--- src/rtl/image_ctrl_pkg.sv ---
// Shared constants and types for the image loader / image sender pair.
//   BYTE_SIZE, WORD_BYTES, WORD_BITS : pixel and FIFO word geometry
//   words_per_image(w, h)            : FIFO words needed to hold one w x h image
//   image_loader_state_t             : loader FSM states
package image_ctrl_pkg;

  localparam int BYTE_SIZE  = 8;
  localparam int WORD_BYTES = 16;
  localparam int WORD_BITS  = BYTE_SIZE * WORD_BYTES;

  typedef enum logic [1:0] {
    IDLE   = 2'd0,
    LOAD   = 2'd1,
    COMMIT = 2'd2,
    FLUSH  = 2'd3
  } image_loader_state_t;

  // A partially filled last word still costs a whole FIFO word.
  function automatic int words_per_image(input int w, input int h);
    return (w * h + WORD_BYTES - 1) / WORD_BYTES;
  endfunction

endpackage

--- src/rtl/image_loader.sv ---
// Feeds complete images from a valid/ready host stream into the image
// sender's new-image FIFO, then pulses image_change so the sender swaps
// images at its next frame boundary. Wrong-length or aborted loads flush
// the sender FIFO instead.
//
// Ports:
//   clk_pixel, image_loader_reset      : clock, synchronous active-high reset
//   s_data/s_valid/s_last/s_ready      : host pixel-word stream (pixel 0 in [7:0])
//   load_start, load_abort             : software control pulses
//   image_sender_full                  : sender FIFO prog_full (back-pressure)
//   image_sender_write/_fifo_din       : sender FIFO write port
//   image_sender_flush                 : one-cycle sender FIFO flush
//   image_change                       : one-cycle pulse after a committed image
//   busy, length_error, images_loaded  : status
//
// state  | meaning
// IDLE   | waiting for load_start (or load_abort to flush a stale FIFO)
// LOAD   | accepting host words into the sender FIFO
// COMMIT | final word being written; image_change follows next cycle
// FLUSH  | load cancelled or wrong length; flush pulse follows next cycle
module image_loader
  import image_ctrl_pkg::*;
#(
  parameter int IMAGE_WIDTH  = 100,
  parameter int IMAGE_HEIGHT = 100,
  parameter int COUNT_WIDTH  = 16
) (
  input  logic                   clk_pixel,
  input  logic                   image_loader_reset,
  input  logic [WORD_BITS-1:0]   s_data,
  input  logic                   s_valid,
  input  logic                   s_last,
  output logic                   s_ready,
  input  logic                   load_start,
  input  logic                   load_abort,
  input  logic                   image_sender_full,
  output logic                   image_sender_write,
  output logic [WORD_BITS-1:0]   image_sender_fifo_din,
  output logic                   image_sender_flush,
  output logic                   image_change,
  output logic                   busy,
  output logic                   length_error,
  output logic [COUNT_WIDTH-1:0] images_loaded
);

  localparam int WPI   = words_per_image(IMAGE_WIDTH, IMAGE_HEIGHT);
  localparam int CNT_W = (WPI > 1) ? $clog2(WPI) : 1;
  localparam logic [CNT_W-1:0] LAST_IDX = CNT_W'(WPI - 1);

  image_loader_state_t    state_q, state_d;
  logic [CNT_W-1:0]       word_cnt_q, word_cnt_d;
  logic [WORD_BITS-1:0]   din_q, din_d;
  logic                   write_q, write_d;
  logic                   flush_q, flush_d;
  logic                   change_q, change_d;
  logic                   busy_q, busy_d;
  logic                   length_error_q, length_error_d;
  logic [COUNT_WIDTH-1:0] images_loaded_q, images_loaded_d;

  logic handshake;
  logic at_last;

  // Abort blocks the handshake in the same cycle so no word slips in
  // while the load is being cancelled.
  assign s_ready   = (state_q == LOAD) && !image_sender_full && !load_abort;
  assign handshake = s_valid && s_ready;
  assign at_last   = (word_cnt_q == LAST_IDX);

  always_comb begin
    state_d         = state_q;
    word_cnt_d      = word_cnt_q;
    din_d           = din_q;
    write_d         = handshake;
    flush_d         = (state_q == FLUSH);
    change_d        = (state_q == COMMIT);
    length_error_d  = length_error_q;
    images_loaded_d = images_loaded_q;

    if (state_q == COMMIT) begin
      images_loaded_d = images_loaded_q + COUNT_WIDTH'(1);
    end

    // A mismatching final word is still written; the flush that follows
    // removes it from the sender FIFO.
    if (handshake) begin
      din_d      = s_data;
      word_cnt_d = word_cnt_q + CNT_W'(1);
    end

    unique case (state_q)
      IDLE: begin
        if (load_abort) begin
          state_d = FLUSH;
        end else if (load_start) begin
          state_d        = LOAD;
          word_cnt_d     = '0;
          length_error_d = 1'b0;
        end
      end
      LOAD: begin
        if (load_abort) begin
          state_d = FLUSH;
        end else if (handshake && (s_last || at_last)) begin
          if (s_last && at_last) begin
            state_d = COMMIT;
          end else begin
            state_d        = FLUSH;
            length_error_d = 1'b1;
          end
        end
      end
      COMMIT:  state_d = IDLE;
      FLUSH:   state_d = IDLE;
      default: state_d = IDLE;
    endcase

    busy_d = (state_d != IDLE);
  end

  always_ff @(posedge clk_pixel) begin
    if (image_loader_reset) begin
      state_q         <= IDLE;
      word_cnt_q      <= '0;
      din_q           <= '0;
      write_q         <= 1'b0;
      flush_q         <= 1'b0;
      change_q        <= 1'b0;
      busy_q          <= 1'b0;
      length_error_q  <= 1'b0;
      images_loaded_q <= '0;
    end else begin
      state_q         <= state_d;
      word_cnt_q      <= word_cnt_d;
      din_q           <= din_d;
      write_q         <= write_d;
      flush_q         <= flush_d;
      change_q        <= change_d;
      busy_q          <= busy_d;
      length_error_q  <= length_error_d;
      images_loaded_q <= images_loaded_d;
    end
  end

  assign image_sender_write    = write_q;
  assign image_sender_fifo_din = din_q;
  assign image_sender_flush    = flush_q;
  assign image_change          = change_q;
  assign busy                  = busy_q;
  assign length_error          = length_error_q;
  assign images_loaded         = images_loaded_q;

endmodule
--- config.mk ---
export PLATFORM = sky130hd
export DESIGN_NAME = image_loader
export DESIGN_NICKNAME = d
export VERILOG_FILES = /design/src/rtl/image_ctrl_pkg.sv /design/src/rtl/image_loader.sv
export SDC_FILE = /design/constraint.sdc
export NUM_CORES = 1
export LEC_CHECK = 0
export ABC_AREA = 1
export ABC_CLOCK_PERIOD_IN_PS = 1890
export CORE_ASPECT_RATIO = 0.8
export CORE_MARGIN = 2
export CORE_UTILIZATION = 44
export CTS_CLUSTER_DIAMETER = 50
export DETAILED_ROUTE_END_ITERATION = 8
export PLACE_DENSITY = 0.86
export SYNTH_ARGS = -nofsm -noshare
export SYNTH_HDL_FRONTEND = slang
export SYNTH_SLANG_ARGS = --single-unit
--- constraint.sdc ---
create_clock -name clk_pixel -period 1.89 [get_ports clk_pixel]
set_input_delay 0.378 -clock clk_pixel [delete_from_list [all_inputs] [get_ports clk_pixel]]
set_output_delay 0.378 -clock clk_pixel [all_outputs]
set_load 0.005 [all_outputs]
==> results, run 1 <==
- In this run the standard cell core region covers 13000 um2.
- The worst hold path begins at image_loader_reset.
- The initial cell density of the core is 45.7%.
- The number of nets handed over by synthesis was 920.
- The fraction of synthesized area in multiplexers is 0%.
- After Yosys synthesis, full adders, half adders and majority gates account for 0.631% of the synthesized area.
- The share of the synthesized area in the top cell type is 54.2%.
- Port buffering added 284 buffers.
- Of all nets on the critical path, the largest fanout is 5.
- Across the run, the number of max-cap violations was 0.
- After synthesis the netlist holds a flip-flop and latch count of 161.
- Summed over all layers, the global routing overflow is 0.
- In the final layout, the share of cells above drive strength 1 is 8.17%.
- The count of pins on the block boundary is 285.
- Leaving out filler cells and counting taps, the final layout contains 1265.
- The number of different library cells used by synthesis comes to 30.
- Summing the areas of all compound-gate instances in the mapped netlist gives 13.4% of the synthesized area.
- Routability-driven placement finished with a final weighted congestion of 0.848.
- The cell total after placement is 1216.
- The tightest min-delay check is of the input port to flip-flop type.
- Buffers inserted to repair hold after CTS numbered 0.
- By area the synthesized netlist is led by sky130_fd_sc_hd__dfxtp_1 54%, sky130_fd_sc_hd__nand2_1 20%, sky130_fd_sc_hd__a21oi_1 12%, sky130_fd_sc_hd__nor2_1 2.4%, sky130_fd_sc_hd__inv_1 1.9%.
- The floorplan has 37 rows.
- The worst hold path terminates at images_loaded[13]$_SDFFE_PP0P_.
- The die is 134 um wide.
- The clock arrives with 0.00750 ns of skew.
- Global routing used 44.4% of the available met2 tracks.
- At the later pin of the worst-skew pair, clock insertion delay measures 0.42 ns.
- The total CTS buffers is 17.
- The worst setup path is captured at an output pin.
- Of the total synthesized cell area, the portion taken by XOR and XNOR cells is 1.18%.
- In the synthesized netlist the dominant register cell turns out to be sky130_fd_sc_hd__dfxtp_1.
- The count of synthesis-stage warnings from yosys is 0.
- The routed wirelength normalized by instance count is 16.0 um.
- The reg-to-reg endpoint is images_loaded[15]$_SDFFE_PP0P_.
- The critical path startpoint category is a flip-flop.
- At the worst endpoint, the required time is 1.51 ns.
- The total of endpoints with negative setup slack in the final report is 0.
- The cell count after synthesis came out at 782.
- In the routed design, unresolved DRC markers number 0.
- The static leakage power is 3.62 nW.
- The die covers 14500 um2.
- The number of hold violations in the final report is 0.
- In this run the tightest slew margin relative to its limit is 71.6%.
- For met1 alone, demand over resource in global routing was 28.7%.
- The setup slack of the most critical reg-to-reg path is 0.26 ns.
- The first global-routing pass estimated 29300 um of wire.
- The number of global-route vias before repair was 6055.
- The master of the slowest instance on the critical path is sky130_fd_sc_hd__clkdlybuf4s50_1.
- Entering global routing, the biggest net connects 89 pins.
- The number of pins exceeding their max-slew limit in the final report came to 0.
- The antenna cell count is 0.
- The worst-case IR drop observed on VDD is 0.741 mV.
- The synthesized design contains 0 enable-type register cells.
- CTS saw 161 sinks.
- In this run the cell area of the synthesized design comes to 5950 um2.
- Global routing consumed, over all layers together, 25.6% of the routing resources.
- Adding up every negative setup slack in the final design gives 0 ns.
- The maximum number of buffers from clock root to sink is 2.
- Detailed placement ended at an HPWL of 13000 um.
- Setup slack closes at 0.116 ns.
- Along the worst hold path, the cell count comes to 2.
- The clock tree from TritonCTS is done.
- In this run the vertical extent of the chip is 108 um.
- The worst path arrival time is 1.40 ns.
- The H-tree was split into 4 levels.
- The flow ran to the end, and the final reports show no timing, DRC or antenna violations.
- The worst reg-to-reg path cell count is 9.
- For this run, the top clock speed supported by timing is 564 MHz.
- The clock edge transition at the registers on the reported setup and hold paths is 0.06 ns.
- The share of synthesized cell area in and, or, nand and nor gates is 24.8%.
- Compared with the post-synthesis result, the final layout area differs by 69.7%.
- The clock period minus final worst setup slack is 1.77 ns.
- The detailed router's first-iteration violation count is 328.
- Setup repair after global routing left no endpoint under its margin.
- The wire length after detailed routing is 20200 um.
- The main combinational cell family by area after synthesis is simple AND/OR/NAND/NOR gates.
- The critical path class is flip-flop to output pin.
- Measured on the finished design, the core utilization comes to 77.6%.
- The share of flip-flops with an asynchronous set or reset is 0%.
- The cell at the root of the clock tree is sky130_fd_sc_hd__clkbuf_16.
- For this run, global-route usage on met3 was measured as 9.05%.
- At the end of the flow, the number of nets in the layout was 1215.
- The most common cell after layout, fill and taps aside is sky130_fd_sc_hd__nand2_1.
- Using the TritonRoute via totals, the vias-per-cell ratio works out to 4.97.
- The number of antenna violations at the first check in global routing is 0.
- Hold is met by 0.218 ns.
- The number of buffers and inverters on the critical path is 1.
- Leaving out fill and tap cells, the most frequent cells in the layout are 312 x sky130_fd_sc_hd__nand2_1, 280 x sky130_fd_sc_hd__clkdlybuf4s50_1, 160 x sky130_fd_sc_hd__dfxtp_1.
- The layer flagged by global routing as most heavily used is met2.
- The first detailed-routing pass took 5 iterations.
- At the pin with the least slew margin, the transition time is 0.426 ns.
- The launching point of the worst reg2reg path is state_q[0]$_SDFF_PP0_.
- The critical path goes through clkdlybuf4s50_1.
- The number of routed nets with antenna violations is 0.
- The top cell type by total area after synthesis is sky130_fd_sc_hd__dfxtp_1.
- The kind of cell with the highest combined delay along the critical path is buffers and inverters.
- The synthesized area divided by synthesized cell count is 7.61 um2.
- The final period utilization is 93.9%.
- The overall via count from detail_route is 6287.
- The total power density per cell area is 774 nW/um2.
- The post-placement worst setup slack is -0.0670 ns.
- The largest single stage delay on the critical path is 0.55 ns.
- After synthesis, flip-flops and latches occupy 54.2% of the total area.
metrics by stage:
step	power, mW	area, um2
global placement	4.16	9090
detailed placement	4.17	9090
CTS	7.84	9770
floorplan	3.71	5950
finish	7.82	10100
global route	8.07	10100
cell families after synthesis:
group | after synthesis
simple gates | 376
flops | 161
compound gates | 156
buf+inv | 78
xor+xnor | 8
fa+ha+maj | 3
synth_stat cells (2+ instances only):
| library cell | count |
|---|---|
| sky130_fd_sc_hd__nand2_1 | 312 |
| sky130_fd_sc_hd__dfxtp_1 | 161 |
| sky130_fd_sc_hd__a21oi_1 | 142 |
| sky130_fd_sc_hd__nor2_1 | 38 |
| sky130_fd_sc_hd__inv_1 | 30 |
| sky130_fd_sc_hd__buf_2 | 21 |
| sky130_fd_sc_hd__clkbuf_1 | 19 |
| sky130_fd_sc_hd__nand3_1 | 7 |
| sky130_fd_sc_hd__o21ai_0 | 7 |
| sky130_fd_sc_hd__buf_4 | 5 |
| sky130_fd_sc_hd__xnor2_1 | 5 |
| sky130_fd_sc_hd__nand4_1 | 4 |
| sky130_fd_sc_hd__nor3_1 | 4 |
| sky130_fd_sc_hd__ha_1 | 3 |
| sky130_fd_sc_hd__nor2_2 | 3 |
| sky130_fd_sc_hd__xor2_1 | 3 |
| sky130_fd_sc_hd__a211oi_1 | 2 |
| sky130_fd_sc_hd__inv_2 | 2 |
| sky130_fd_sc_hd__nor3_2 | 2 |
| sky130_fd_sc_hd__nor3b_1 | 2 |
routing by layer:
metal | part of all wire (%) | vias to the layer above | wire, um
met2 | 50 | 272 | 10000
li1 | - | 3079 | -
met3 | 9.0 | 40 | 1830
met4 | 2.5 | 0 | 510
met1 | 39 | 2896 | 7860
met5 | 0 | - | 0
timing repair:
action / CTS / global route
resized for setup: 3 / 17
setup buffers: 5 / 0
pin swaps: 2 / 6
cloned: 0 / 12
endpoints found under the setup margin: 1 / 118
registers in the layout (all words and copies together) (netlist names):
register	flops
image_change	1
length_error	1
image_sender_flush	1
word_cnt_q	10
busy	1
image_sender_fifo_din	128
images_loaded	16
image_sender_write	1
state_q	2
worst max-delay path by stage:
stage          depth (start not counted)  slack [ns]                                      end                            from
2_1_floorplan                          8        0.60           images_loaded[10]$_SDFFE_PP0P_   images_loaded[1]$_SDFFE_PP0P_
4_1_cts                               12        0.03  image_sender_fifo_din[120]$_SDFFE_PP0N_                      load_abort
3_3_place_gp                           5       -0.04                                  s_ready                      load_abort
5_1_grt                                1        0.07                        images_loaded[11]  images_loaded[11]$_SDFFE_PP0P_
6_report                               1        0.12                        images_loaded[11]  images_loaded[11]$_SDFFE_PP0P_
3_5_place_dp                           8       -0.07   image_sender_fifo_din[48]$_SDFFE_PP0N_                      load_abort
power breakdown:
part | switching [mW] | internal, mW
registers | 0.0301 | 3.45
logic | 0.249 | 0.423
clock network | 1.39 | 2.28
layout make-up:
cell class                      count  area (um2)
Timing Repair inverter              1        8.76
Clock inverter                     13         185
Inverter                           32         133
Multi-Input combinational cell    543        2430
Sequential cell                   161        3220
Timing Repair Buffer              321        3440
Tap cell                          175         219
Fill cell                         822        2910
Clock buffer                       19         453
No activity file was read; power rests on OpenSTA's default activity.
==> inputs of run 2 (changes only) <==
--- a/config.mk
+++ b/config.mk
@@ -8,7 +8,7 @@
 export ABC_AREA = 1
 export ABC_CLOCK_PERIOD_IN_PS = 1890
 export CORE_ASPECT_RATIO = 0.8
-export CORE_MARGIN = 2
+export CORE_MARGIN = 4
 export CORE_UTILIZATION = 44
 export CTS_CLUSTER_DIAMETER = 50
 export DETAILED_ROUTE_END_ITERATION = 8
==> results, run 2 (synthesized netlist as in run 1, its figures left out) <==
- The run finished with clean final reports.
- The met2 capacity usage during global routing is 39.4%.
- The half-perimeter wire length of the detailed placement result is 13500 um.
- Setup repair after global routing left no endpoint under its margin.
- Hold repair after CTS inserted 0 buffers.
- The post-detailed-route DRC marker count is 0.
- For this run, the top clock speed supported by timing is 570 MHz.
- The net count of the finished layout is 1201.
- CTS built an H-tree with a depth of 4.
- The number of port buffers is 284.
- Routability-driven placement finished with a final weighted congestion of 0.847.
- The initial cell density of the core is 45.6%.
- The detailed router finished its first iteration with 322 violations.
- The worst hold path begins at image_loader_reset.
- The number of pins exceeding their max-slew limit in the final report came to 0.
- The reg-to-reg endpoint is images_loaded[10]$_SDFFE_PP0P_.
- The wire length of the first global-routing pass is 29300 um.
- In this run the worst hold path is classified as input port to flip-flop.
- The area of the placeable core is 13100 um2.
- The highest fanout seen on the critical path is 5.
- Setup slack on the worst reg-to-reg path comes out at 0.31 ns.
- The number of buffers and inverters on the critical path is 1.
- The tree is rooted in a sky130_fd_sc_hd__clkbuf_16.
- For this block, the routed nets add up to 18400 um of wire.
- The aggregate global routing overflow is 0.
- In this design, the stage delay of the slowest critical-path cell is 0.56 ns.
- The die outline height is 112 um.
- Across the VDD grid, the largest voltage drop is 0.572 mV.
- The die outline width is 138 um.
- The number of hold violations in the final report is 0.
- TritonCTS built the clock tree.
- Dividing the detail-routed wire length by the instance count gives 14.7 um.
- The final worst-path setup slack is 0.134 ns.
- The worst hold slack across all endpoints is 0.413 ns.
- The most congested layer reported by global routing is met2.
- The total power density per cell area is 770 nW/um2.
- Using the TritonRoute via totals, the vias-per-cell ratio works out to 4.83.
- Entering global routing, the biggest net connects 70 pins.
- The slew at the pin with the worst max-slew slack is 0.316 ns.
- In this run the core area contains 37 standard-cell rows.
- For hold timing, the worst endpoint is images_loaded[15]$_SDFFE_PP0P_.
- The area of the multi-input gates is 2390 um2.
- In the global route stage, overall resource usage came out at 23.2%.
- After clock tree synthesis, the clock-pin slew on the worst setup and hold paths is 0.06 ns.
- The ratio of cells with drive above 1 in the final layout is 6.23%.
- The detail route stage leaves a number of antenna-violating nets equal to 0.
- In the layout the commonest cells are 312 x sky130_fd_sc_hd__nand2_1, 282 x sky130_fd_sc_hd__clkdlybuf4s50_1, 160 x sky130_fd_sc_hd__dfxtp_1.
- The flip-flop count of the largest register after layout is 128.
- The critical path startpoint category is a flip-flop.
- The headroom to the max-slew limit is 78.9%.
- The number of global-route vias before repair is 5802.
- Timing analysis after detailed placement gives a worst setup slack of -0.0609 ns.
- The total of endpoints with negative setup slack in the final report is 0.
- The clock sink count is 161.
- For met3 alone, demand over resource in global routing was 8.54%.
- For this block, the via count after detailed routing is 6050.
- Measured on the finished design, the core utilization comes to 74.2%.
- The first-pass detailed-route iteration total is 4.
- The library cell used most frequently in the layout, excluding fill and tap cells, is sky130_fd_sc_hd__nand2_1.
- Global routing used 26.6% of the available met1 tracks.
- Data on the critical path arrives at its endpoint at 1.38 ns.
- The worst register-to-register path has a depth of 9.
- No sink is reached through more buffers than the 2 on the longest clock path.
- In this run the count of I/O pins placed on the die edge is 285.
- The launching point of the worst reg2reg path is state_q[0]$_SDFF_PP0_.
- The clock skew is 0.00833 ns.
- The layout overhead on the synthesized area is 62.8%.
- The total CTS buffers is 17.
- The max-cap violation count is 0.
- In the final layout, flip-flops and latches occupy 3220 um2.
- Traced cell by cell, the critical path runs through clkdlybuf4s50_1.
- The worst setup path is of the flip-flop to output pin kind.
- The clock network latency to the later pin of the worst-skew pair is 0.41 ns.
- The number of logic stages on the critical path including buffering is 1.
- The number of antenna violations at the first check in global routing is 1.
- After layout, the worst path uses 92.9% of the clock period.
- The dominant delay contributor by cell family on the critical path is buffers and inverters.
- The master of the slowest instance on the critical path is sky130_fd_sc_hd__clkdlybuf4s50_1.
- The clock period minus final worst setup slack is 1.76 ns.
- The number of filler cells placed in the layout is 985.
- The worst hold path was traced through 5 stages.
- In this run the static leakage power is 3.38 nW.
- The endpoint class of the critical path is an output pin.
- The data required time of the worst path is 1.51 ns.
- The die covers 15500 um2.
-- run 2: changes by cell type in the layout (fill, tap and decap cells not counted), moves of 2 or more --
cell,delta
sky130_fd_sc_hd__clkdlybuf4s50_1,+2
sky130_fd_sc_hd__clkinv_2,-3
sky130_fd_sc_hd__bufinv_16,-3
sky130_fd_sc_hd__clkbuf_16,-9
sky130_fd_sc_hd__inv_6,+3
sky130_fd_sc_hd__a21oi_2,-7
sky130_fd_sc_hd__dlymetal6s2s_1,-2
sky130_fd_sc_hd__a21oi_1,+7
sky130_fd_sc_hd__buf_6,-3
sky130_fd_sc_hd__buf_16,-2
-- run 2: worst min-delay path: cells and delay by family --
kind / cells / cell delay (ns)
buffers and inverters: 3 / 0.30
and+or+nand+nor: 2 / 0.10
-- run 2: through the flow --
step / TNS, ns / power (mW) / cell area (um2) / std cells
5_1_grt: 0 / 7.72 / 9680 / 1252
3_3_place_gp: -0.0416 / 4.16 / 9060 / 1215
6_report: 0 / 7.46 / 9680 / 1252
4_1_cts: 0 / 7.54 / 9680 / 1251
3_5_place_dp: -0.0789 / 4.16 / 9060 / 1215
2_1_floorplan: 0 / 3.71 / 5950 / 782
-- run 2: worst max path at each step --
stage	end	slack, ns	from
global placement	s_ready	-0.04	load_abort
floorplan	images_loaded[10]$_SDFFE_PP0P_	0.60	images_loaded[1]$_SDFFE_PP0P_
CTS	images_loaded[8]	0.11	images_loaded[8]$_SDFFE_PP0P_
global route	images_loaded[8]	0.06	images_loaded[8]$_SDFFE_PP0P_
finish	images_loaded[8]	0.13	images_loaded[8]$_SDFFE_PP0P_
detailed placement	s_ready	-0.06	load_abort
-- run 2: routing by layer --
metal  vias up  share of wire (%)
met5         -                  0
met2       231                 48
met1      2732                 40
li1       3056                  -
met3        31                8.6
met4         0                2.5
-- run 2: timing repair --
item                       CTS  global route
resized for setup            3             0
buffers inserted             4             0
setup endpoints to repair    1             0
-- run 2: report_power, final --
part	internal (mW)	switching, mW
clock network	1.95	1.41
logic	0.398	0.231
registers	3.44	0.0281
-- run 2: final cells by class --
type                            count  area share (%)
Inverter                           32            1.27
Clock inverter                     12            1.27
Antenna cell                        1          0.0258
Clock buffer                       20            4.82
Sequential cell                   161            33.3
Multi-Input combinational cell    543            24.7
Timing Repair Buffer              308            32.3
Tap cell                          175            2.26
==> inputs of run 3 (changes only) <==
--- a/config.mk
+++ b/config.mk
@@ -10,7 +10,7 @@
 export CORE_ASPECT_RATIO = 0.8
 export CORE_MARGIN = 4
 export CORE_UTILIZATION = 44
-export CTS_CLUSTER_DIAMETER = 50
+export CTS_CLUSTER_DIAMETER = 100
 export DETAILED_ROUTE_END_ITERATION = 8
 export PLACE_DENSITY = 0.86
 export SYNTH_ARGS = -nofsm -noshare
==> results of run 3 <==
The final DEF is identical to that of run 2; final timing and power are the same.
